File: config.mk
export PLATFORM = sky130hd
export DESIGN_NAME = mem_arbiter
export DESIGN_NICKNAME = d
export VERILOG_FILES = /design/src/rtl/arb_pkg.sv /design/src/rtl/mem_arbiter.sv
export SDC_FILE = /design/constraint.sdc
export NUM_CORES = 1
export LEC_CHECK = 0
export CORE_AREA = 2 2 111 113
export CTS_BUF_LIST = sky130_fd_sc_hd__clkbuf_4 sky130_fd_sc_hd__clkbuf_8
export DETAILED_ROUTE_END_ITERATION = 8
export DIE_AREA = 0 0 113 115
export PLACE_DENSITY = 0.74
export SLEW_MARGIN = 20
export SYNTH_ARGS = -nofsm -noshare
export SYNTH_HDL_FRONTEND = slang
export SYNTH_SLANG_ARGS = --single-unit
File: constraint.sdc
create_clock -name CLK -period 4 [get_ports CLK]
set_clock_uncertainty 0.2 [all_clocks]
set_input_delay 0.4 -clock CLK [delete_from_list [all_inputs] [get_ports CLK]]
set_output_delay 0.4 -clock CLK [all_outputs]
set_load 0.03 [all_outputs]
File: src/rtl/arb_pkg.sv
// Shared types for the memory arbiter: state encoding, operation kind and
// default widths for addresses and data words.
package arb_pkg;

  localparam int DEF_ADDR_W       = 32;
  localparam int DEF_DATA_W       = 32;
  localparam int DEF_STARVE_LIMIT = 4;

  typedef logic [DEF_ADDR_W-1:0] addr_t;
  typedef logic [DEF_DATA_W-1:0] word_t;

  typedef enum logic [1:0] {
    IDLE,
    D_ACC,
    I_ACC
  } arb_state_t;

  typedef enum logic {
    OP_READ,
    OP_WRITE
  } op_t;

endpackage

File: src/rtl/mem_arbiter.sv
// Serialises icache reads and dcache reads/writes onto a single RAM port.
// dcache wins ties; a saturating counter forces an icache grant after a run of dcache grants.
module mem_arbiter
  import arb_pkg::*;
#(
  parameter int ADDR_W       = DEF_ADDR_W,
  parameter int DATA_W       = DEF_DATA_W,
  parameter int STARVE_LIMIT = DEF_STARVE_LIMIT
) (
  input  logic              CLK,
  input  logic              RST,
  input  logic              iREN,
  input  logic [ADDR_W-1:0] iaddr,
  output logic              iwait,
  output logic [DATA_W-1:0] iload,
  input  logic              dREN,
  input  logic              dWEN,
  input  logic [ADDR_W-1:0] daddr,
  input  logic [DATA_W-1:0] dstore,
  output logic              dwait,
  output logic [DATA_W-1:0] dload,
  output logic              ramREN,
  output logic              ramWEN,
  output logic [ADDR_W-1:0] ramaddr,
  output logic [DATA_W-1:0] ramstore,
  input  logic [DATA_W-1:0] ramload,
  input  logic              ramready
);

  // A zero limit still needs a one-bit counter so the compare below stays legal.
  localparam int CNT_W = (STARVE_LIMIT == 0) ? 1 : $clog2(STARVE_LIMIT + 1);
  localparam logic [CNT_W-1:0] LIMIT = CNT_W'(STARVE_LIMIT);

  arb_state_t        state;
  op_t               cap_op;
  logic [ADDR_W-1:0] cap_addr;
  logic [DATA_W-1:0] cap_store;
  logic [CNT_W-1:0]  starve_cnt;

  logic d_req;
  logic force_i;
  logic i_done;
  logic d_done;

  assign d_req   = dREN | dWEN;
  assign force_i = iREN && (STARVE_LIMIT != 0) && (starve_cnt == LIMIT);

  always_ff @(posedge CLK) begin
    if (RST) begin
      state      <= IDLE;
      cap_op     <= OP_READ;
      cap_addr   <= '0;
      cap_store  <= '0;
      starve_cnt <= '0;
      ramREN     <= 1'b0;
      ramWEN     <= 1'b0;
    end else begin
      unique case (state)
        IDLE: begin
          if (force_i || (!d_req && iREN)) begin
            state      <= I_ACC;
            cap_op     <= OP_READ;
            cap_addr   <= iaddr;
            cap_store  <= '0;
            starve_cnt <= '0;
            ramREN     <= 1'b1;
            ramWEN     <= 1'b0;
          end else if (d_req) begin
            state     <= D_ACC;
            cap_op    <= dWEN ? OP_WRITE : OP_READ;
            cap_addr  <= daddr;
            cap_store <= dstore;
            ramREN    <= !dWEN;
            ramWEN    <= dWEN;
            // Only a pending icache request makes a dcache grant count as starvation.
            if (!iREN)
              starve_cnt <= '0;
            else if (starve_cnt != LIMIT)
              starve_cnt <= starve_cnt + CNT_W'(1);
          end
        end
        D_ACC, I_ACC: begin
          if (ramready) begin
            state  <= IDLE;
            ramREN <= 1'b0;
            ramWEN <= 1'b0;
          end
        end
        default: begin
          state  <= IDLE;
          ramREN <= 1'b0;
          ramWEN <= 1'b0;
        end
      endcase
    end
  end

  assign ramaddr  = cap_addr;
  assign ramstore = cap_store;

  assign i_done = (state == I_ACC) && ramready;
  assign d_done = (state == D_ACC) && ramready;

  // Completion is reported in the same cycle ramready arrives, with read data passed straight through.
  always_comb begin
    iwait = 1'b1;
    dwait = 1'b1;
    iload = '0;
    dload = '0;
    if (i_done) begin
      iwait = 1'b0;
      iload = ramload;
    end
    if (d_done) begin
      dwait = 1'b0;
      if (cap_op == OP_READ)
        dload = ramload;
    end
  end

endmodule
Yosys cells after proc, flatten, opt, wreduce, memory -nomap -nowiden
Cells that the tools add are included.
{ "word_totals": {"reg_bits": 72, "inputBits": 134, "output_inout_bits": 132} }
{ "op_classes": {"n_eq_ne": 7, "n_mux": 27, "n_reduce_logical": 13, "bitwise": 1, "addsub": 1} }
{ "op_table": {"columns": ["operator", "count"], "rows": [
  ["$mux 32", 7],
  ["$mux 3", 4],
  ["$mux 1", 10],
  ["$mux 2", 3],
  ["$ne 3x3->1 const B", 2],
  ["$logic_and 1x1->1", 4],
  ["$pmux 1 s2", 2],
  ["$pmux 2 s2", 1],
  ["$reduce_and 2->1", 2],
  ["$add 3x1->3 const B", 1],
  ["$eq 3x3->1 const B", 1],
  ["$ne 3x1->1 const B", 1],
  ["$reduce_and 3->1", 1],
  ["$eq 2x1->1 const B", 1],
  ["$eq 2x2->1 const B", 1],
  ["$logic_not 1->1", 2],
  ["$logic_not 2->1", 1],
  ["$ne 2x2->1 const B", 1],
  ["$reduce_bool 2->1", 1],
  ["$reduce_or 2->1", 1],
  ["$logic_or 1x1->1", 1],
  ["$or 1x1->1", 1]
]} }

Depth between registers and ports, before layout
Gate-level depths: netlist of run 1.
{ "logic_depth": {"ltp_word": 6, "depth_mapped": 7, "ltp_nobuf": 5} }

Least setup slack after synthesis of run 1
No wires, ideal clock.
{ "synth_path": {"path_type": "reg-to-output", "startpoint": "register state[1]", "endpoint": "output dload[10]", "setup_slack_ns": 1.923, "t_arrival_ns": 1.477, "n_path_buf": 1, "stages_incl_launch_ff": 7, "cell_sequence": "dfxtp_1 -> inv_1 -> ha_1 -> nand2_1 -> nor2_1 -> clkbuf_1 -> and2_1"} }
{ "synth_between": {"elab_chain_len": 3} }
{ "synth_rtl": {"columns": ["item", "line", "source"], "rows": [
  ["start: declaration", "mem_arbiter.sv:34", "arb_state_t state;"],
  ["start signal: assignment", "mem_arbiter.sv:50", "state <= IDLE;"],
  ["start signal: assignment", "mem_arbiter.sv:61", "state <= I_ACC;"],
  ["start signal: assignment", "mem_arbiter.sv:69", "state <= D_ACC;"],
  ["$eq 2x1->1", "mem_arbiter.sv:102", "assign d_done = (state == D_ACC) && ramready;"],
  ["$logic_and 1x1->1", "mem_arbiter.sv:102", null],
  ["$mux 32", "mem_arbiter.sv:114", "if (d_done) begin"],
  ["end: declaration", "mem_arbiter.sv:21", "output logic [DATA_W-1:0] dload,"]
]} }
No other way between the ends.

Final worst setup path of run 1
{ "layout_path": {"startpoint": "register state[0]", "endpoint": "output iload[27]"} }
{ "layout_between": {"elab_chain_len": 3} }
{ "layout_rtl": {"columns": ["item", "line", "source"], "rows": [
  ["$eq 2x2->1", "mem_arbiter.sv:101", "assign i_done = (state == I_ACC) && ramready;"],
  ["$logic_and 1x1->1", "mem_arbiter.sv:101", null],
  ["$mux 32", "mem_arbiter.sv:110", "if (i_done) begin"],
  ["end: declaration", "mem_arbiter.sv:15", "output logic [DATA_W-1:0] iload,"]
]} }
No other way between the ends.

==> results of run 1 <==
-- worst reg2reg max path: stages, from the launching register on --
cell	delay (ps)
dfxtp_1	320
inv_1	100
ha_1	350
o31a_2	630
buf_12	340
o32ai_1	170
a211oi_1	230
-- cell usage after synthesis --
cell type / n / area, µm²
a21oi_1: 35 / 175
o211ai_1: 32 / 240
clkbuf_1: 24 / 90.1
nand2_1: 41 / 154
a2bb2oi_2: 1 / 15.0
and3b_1: 1 / 8.76
nor3b_1: 1 / 7.51
dfxtp_1: 72 / 1440
nand4_1: 2 / 12.5
buf_6: 5 / 56.3
nand3_1: 24 / 120
o21ai_0: 22 / 110
inv_1: 20 / 75.1
o31ai_4: 1 / 21.3
nor2_1: 23 / 86.3
o31a_1: 1 / 8.76
a311oi_1: 22 / 193
buf_4: 3 / 22.5
a21oi_4: 1 / 16.3
a211oi_1: 10 / 75.1
a2bb2oi_1: 1 / 8.76
a21boi_0: 1 / 7.51
o21a_1: 1 / 7.51
o2bb2ai_4: 1 / 27.5
buf_2: 17 / 85.1
nand2b_1: 1 / 6.26
o221a_2: 1 / 11.3
o21ai_1: 2 / 10.0
and3_1: 32 / 200
clkbuf_2: 1 / 5.00
and2_1: 32 / 200
o41a_1: 1 / 11.3
ha_1: 5 / 62.6
o32ai_1: 14 / 123
-- area by class of cell --
cell class | instances | area (µm²) | area share [%]
sequential | 72 | 1440 | 22.0
multi-input combinational | 309 | 1930 | 29.5
timing repair buffer | 273 | 2690 | 41.1
clock inverter | 6 | 82.6 | 1.26
tap | 147 | 184 | 2.81
clock buffer | 10 | 138 | 2.10
inverter | 20 | 75.1 | 1.15
-- cells by family (layout without fill, tap and decap cells) --
group | after synthesis | after routing | synth area share [%]
fa+ha+maj | 5 | 5 | 1.69
simple gates | 157 | 157 | 21.5
buf+inv | 70 | 309 | 9.04
flops | 72 | 72 | 39.0
compound gates | 147 | 147 | 28.7
-- through the flow --
stage | total power [mW] | worst slack, ps | hold slack (ps) | util (%)
after floorplan | 1.36 | 1920 | 249 | -
after global placement | 1.73 | 1100 | 238 | 53.5
after detailed placement | 1.76 | 991 | 245 | 53.5
after CTS | 2.40 | 977 | 256 | 55.4
after global routing | 2.49 | 776 | 273 | 55.4
final | 2.38 | 988 | 253 | 55.4
-- power by group through the flow --
stage / sequential [mW] / combinational (mW) / clock [mW]
finish: 0.849 / 0.888 / 0.641
global route: 0.859 / 0.946 / 0.690
CTS: 0.849 / 0.894 / 0.660
detailed placement: 0.865 / 0.891 / 0
global placement: 0.860 / 0.874 / 0
floorplan: 1.02 / 0.333 / 0
-- layer usage --
metal | share of wire [%] | up-vias | track usage, % | wire (µm)
met1 | 38 | 1977 | 22.4 | 5390
li1 | - | 2103 | - | -
met3 | 7.9 | 19 | 5.90 | 1110
met5 | 0 | - | 0 | 0
met4 | 2.2 | 0 | 6.75 | 302
met2 | 52 | 196 | 37.5 | 7230
-- worst paths after layout --
| path | startpoint | endpoint | slack, ps | depth (start not counted) |
|---|---|---|---|---|
| worst max-delay path | state[0] | iload[27] | 990 | 4 |
| worst min-delay path | ramstore[31] | ramstore[31] | 250 | 2 |
| worst max register to register | state[1] | ramaddr[25] | 1560 | 6 |
| worst min register to register | ramstore[31] | ramstore[31] | 250 | 2 |
-- state kept, by name (all words and copies together), names as in the netlist --
signal,count
ramREN,1
ramaddr,32
ramstore,32
ramWEN,1
starve_cnt,3
cap_op,1
state,2
==> results_dict.tcl, run 1 <==
set metrics [dict create \
    switching_share_pct 34.3 \
    drt_wl_total_um 14000 \
    p_comb_share_pct 37.4 \
    ant_nets 0 \
    postCtsSetupRepairBufs 0 \
    cts.sinks 72 \
    numCtsBuffers 9 \
    maxCapViolCount 0 \
    drv_slew 0 \
    fin_crit_ps 3010 \
    pwr-share-seq_pct 35.7 \
    dp.cells 821 \
    syn_to_final_growth_pct 77.1 \
    io_pins 266 \
    rsz0062_at_grt "false" \
    grt_pass1_wl_um 21100 \
    port_buffers 265 \
    cp.buffers_inverters 2 \
    final_cell_area_um2 6540 \
    path_class "reg -> out" \
    drt-pass1-iter-count 6 \
    num_antenna_cells 0 \
    hold_buffers 0 \
    via_count 4295 \
    htreeDepth 3 \
    grt_overflow_total 0 \
    die_w_um 113 \
    grt_max_degree 65 \
    coreArea_um2 11800 \
    final_cells 837 \
    slowest_stage "ha_1" \
    critPathMaxFanout 33 \
    worstPathArrival_ps 2410 \
    clk_latency_ps 350 \
    ctsResizeCount 0 \
    first_global_vias 4080 \
    ys_types 34 \
    slowest_delay_ps 710 \
    seq_area_frac_synth_pct 39.0 \
    peakVddDrop_uv 208 \
    min-delay-path-class "reg -> reg" \
    synthesis.area_um2 3690 \
    syn_inst 451 \
    fp.dieArea_um2 13000 \
    leakage_nw 2.54 \
    powerDensity_nw_per_um2 364 \
    final_layout_size_suffix_gt1_share_pct 9.13 \
    gp_congestion 0.927 \
    drtIter0Drc 189 \
    mostFrequentLayoutCell "clkdlybuf4s50_1" \
    fillCellCount 1076 \
    grt_usage_pct 20.3 \
    fin_crit_sh_pct 75.3 \
    switching_power_uw 816 \
    critPathRequiredTime_ps 3400 \
    final_cell_mix "232 x clkdlybuf4s50_1, 72 x dfxtp_1, 41 x nand2_1" \
    antenna_found_initial 0 \
    nNetsFinal 824 \
    status "complete, but fails checks" \
    relSlewSlack_pct 42.3 \
    clk_pin_slew_worst_paths_ps 80 \
    die_y_um 115 \
    hpwlAfterDp_um 10600 \
    yosysWarningCount 0 \
    setup_violations 0 \
    start_util_pct 31.3 \
    syn-mean-instance-area_um2 8.19 \
    synth_fp_nets 590 \
    final_hold_viol_count 0 \
    cp_cell_sequence "inv_1 > ha_1 > and3_1 > clkdlybuf4s50_1" \
    synth_seq_cells 72 \
    post_drt_wl_per_cell_um 16.8 \
    end_kind "output port" \
    drc 20 \
    rows 40 \
    start_kind "flip-flop" \
    placed_area_um2 6320 \
    cts_buffer_depth 2 \
    violations "DRC" \
    cts_tree "done" \
    tightestPinTransition_ps 862 \
    cts_root_buf "clkbuf_8" \
    viasPerCell 5.13 \
    cp_top_family "buffers and inverters" \
    p_int_mw 1.56 \
    timing.setup.tns_ps 0 \
    max_clock_freq_mhz 332 \
    clkPwrFrac_pct 27.0 \
]
(Power assumes the default switching activity.)
==> run 2, diff against run 1 <==
==> constraint.sdc (replaced) <==
create_clock -name CLK -period 2.8 [get_ports CLK]
set_clock_uncertainty 0.2 [all_clocks]
set_input_delay 0.28 -clock CLK [delete_from_list [all_inputs] [get_ports CLK]]
set_output_delay 0.28 -clock CLK [all_outputs]
set_load 0.03 [all_outputs]
==> run 2 against run 1 <==
Compared with the run above: register-to-register slack worse by 850 ps; design area is 1.1% higher; the run still ends with DRC left; first-iteration DRC count is 23% higher; global-route usage rose by 0.18 points; cell count increased by 0.72%; setup slack worse by 700 ps; flip-flop and latch count did not move; highest routed layer unchanged; combinational power increased by 43%.
==> results_dict.tcl, run 2 (synthesized netlist as in run 1, its figures left out) <==
set metrics [dict create \
    drt-pass1-iter-count 6 \
    cp.buffers_inverters 3 \
    start_kind "flip-flop" \
    cp_top_family "buffers and inverters" \
    cp_cell_sequence "inv_1 > ha_1 > buf_4 > and3_1 > clkdlybuf4s50_1" \
    relSlewSlack_pct 67.0 \
    hold_buffers 0 \
    status "complete, but fails checks" \
    switching_share_pct 33.1 \
    peakVddDrop_uv 377 \
    cts.sinks 72 \
    slowest_stage "clkdlybuf4s50_1" \
    drv_slew 0 \
    cts_tree "done" \
    grt_pass1_wl_um 21200 \
    maxCapViolCount 0 \
    port_buffers 265 \
    crit_end "iload[7]" \
    violations "DRC" \
    syn_to_final_growth_pct 79.1 \
    fin_crit_ps 2520 \
    fin_crit_sh_pct 89.9 \
    first_global_vias 4285 \
    mostFrequentLayoutCell "clkdlybuf4s50_1" \
    drtIter0Drc 233 \
    met2_usage_pct 38.3 \
    drc 21 \
    cts_buffer_depth 2 \
    switching_power_mw 1.16 \
    rows 40 \
    clk_latency_ps 340 \
    final_layout_size_suffix_gt1_share_pct 9.91 \
    path_class "reg -> out" \
    grt_overflow_total 0 \
    p_comb_share_pct 36.3 \
    path_depth 5 \
    worstPathArrival_ps 2040 \
    grt-busiest-layer "met2" \
    gp_congestion 0.964 \
    die_y_um 115 \
    die_w_um 113 \
    met3_usage_pct 5.69 \
    coreArea_um2 11800 \
    num_antenna_cells 0 \
    ctsResizeCount 0 \
    reg2reg_slack_ps 710 \
    timing.setup.tns_ps 0 \
    htreeDepth 3 \
    p_int_mw 2.34 \
    via_count 4298 \
    ant_nets 0 \
    tightestPinTransition_ps 493 \
    r2r_cells 6 \
    postCtsSetupRepairBufs 0 \
    antenna_found_initial 0 \
    rsz0062_at_grt "false" \
    min-delay-path-class "in -> reg" \
    fp.dieArea_um2 13000 \
    grt_max_degree 91 \
    final_hold_viol_count 0 \
    powerDensity_nw_per_um2 530 \
    max_clock_freq_mhz 397 \
    critPathMaxFanout 33 \
    critPathRequiredTime_ps 2320 \
    clk_pin_slew_worst_paths_ps 80 \
    hpwlAfterDp_um 10500 \
    numCtsBuffers 9 \
    setup_violations 0 \
    startpoint "state[0]" \
    grt_usage_pct 20.5 \
    leakage_nw 2.58 \
    clkPwrFrac_pct 29.0 \
    rr_startpoint "starve_cnt[0]" \
    post_drt_wl_per_cell_um 16.4 \
    slowest_delay_ps 680 \
    start_util_pct 31.3 \
    cts_root_buf "clkbuf_8" \
    drt_wl_total_um 13900 \
    end_kind "output port" \
    timing.rr.end "ramaddr[2]" \
    io_pins 266 \
    hold_slack_ps 190 \
    final_cell_mix "232 x clkdlybuf4s50_1, 72 x dfxtp_1, 41 x nand2_1, 41 x buf_4, 35 x a21oi_1" \
    viasPerCell 5.10 \
    pwr-share-seq_pct 34.7 \
    grt_use_met1_pct 22.0 \
    nNetsFinal 830 \
]
==> run 2: changes by cell type in the layout (fill, tap and decap cells not counted), sizes merged <==
cell and delta:
clkinvlp -1, buf +6, clkinv -1, bufinv +1, clkbuf +1
==> run 2: final cells by class <==
class	instances	area, µm²
clock inverter	5	104
fill	1054	5190
inverter	20	75.1
multi-input combinational	309	1930
tap	147	184
timing repair buffer	279	2740
sequential	72	1440
clock buffer	11	145
==> run 2: worst min-delay path by stage <==
| stage | start | endpoint | slack (ps) | depth (start not counted) |
|---|---|---|---|---|
| 2_1_floorplan | daddr[21] | ramaddr[21] | 220 | 2 |
| 3_3_place_gp | ramstore[17] | ramstore[17] | 240 | 2 |
| 3_5_place_dp | ramstore[1] | ramstore[1] | 250 | 2 |
| 4_1_cts | RST | ramaddr[7] | 160 | 2 |
| 5_1_grt | RST | ramaddr[7] | 210 | 2 |
| 6_report | RST | ramaddr[14] | 190 | 2 |
==> run 2: power groups by stage <==
| stage | Combinational (mW) | Clock (mW) | Sequential (mW) |
|---|---|---|---|
| 4_1_cts | 1.28 | 1.05 | 1.22 |
| 5_1_grt | 1.36 | 1.08 | 1.23 |
| 2_1_floorplan | 0.476 | 0 | 1.46 |
| 6_report | 1.27 | 1.02 | 1.21 |
| 3_5_place_dp | 1.28 | 0 | 1.24 |
| 3_3_place_gp | 1.26 | 0 | 1.23 |
==> run 2: metal layers <==
metal / wire length (µm) / vias to the layer above
met5: 0 / -
met4: 361 / 0
met3: 1060 / 25
met2: 7260 / 191
met1: 5200 / 1972
li1: - / 2110
==> run 2: stage by stage <==
| stage | utilization (%) | power (mW) | cells | setup slack, ps | cell area [µm²] |
|---|---|---|---|---|---|
| final | 56.0 | 3.51 | 843 | 283 | 6620 |
| after global placement | 53.9 | 2.49 | 827 | 470 | 6370 |
| after floorplan | - | 1.94 | 451 | 843 | 3690 |
| after detailed placement | 53.9 | 2.52 | 827 | 327 | 6370 |
| after global routing | 56.0 | 3.68 | 843 | 177 | 6620 |
| after CTS | 56.0 | 3.54 | 843 | 270 | 6620 |
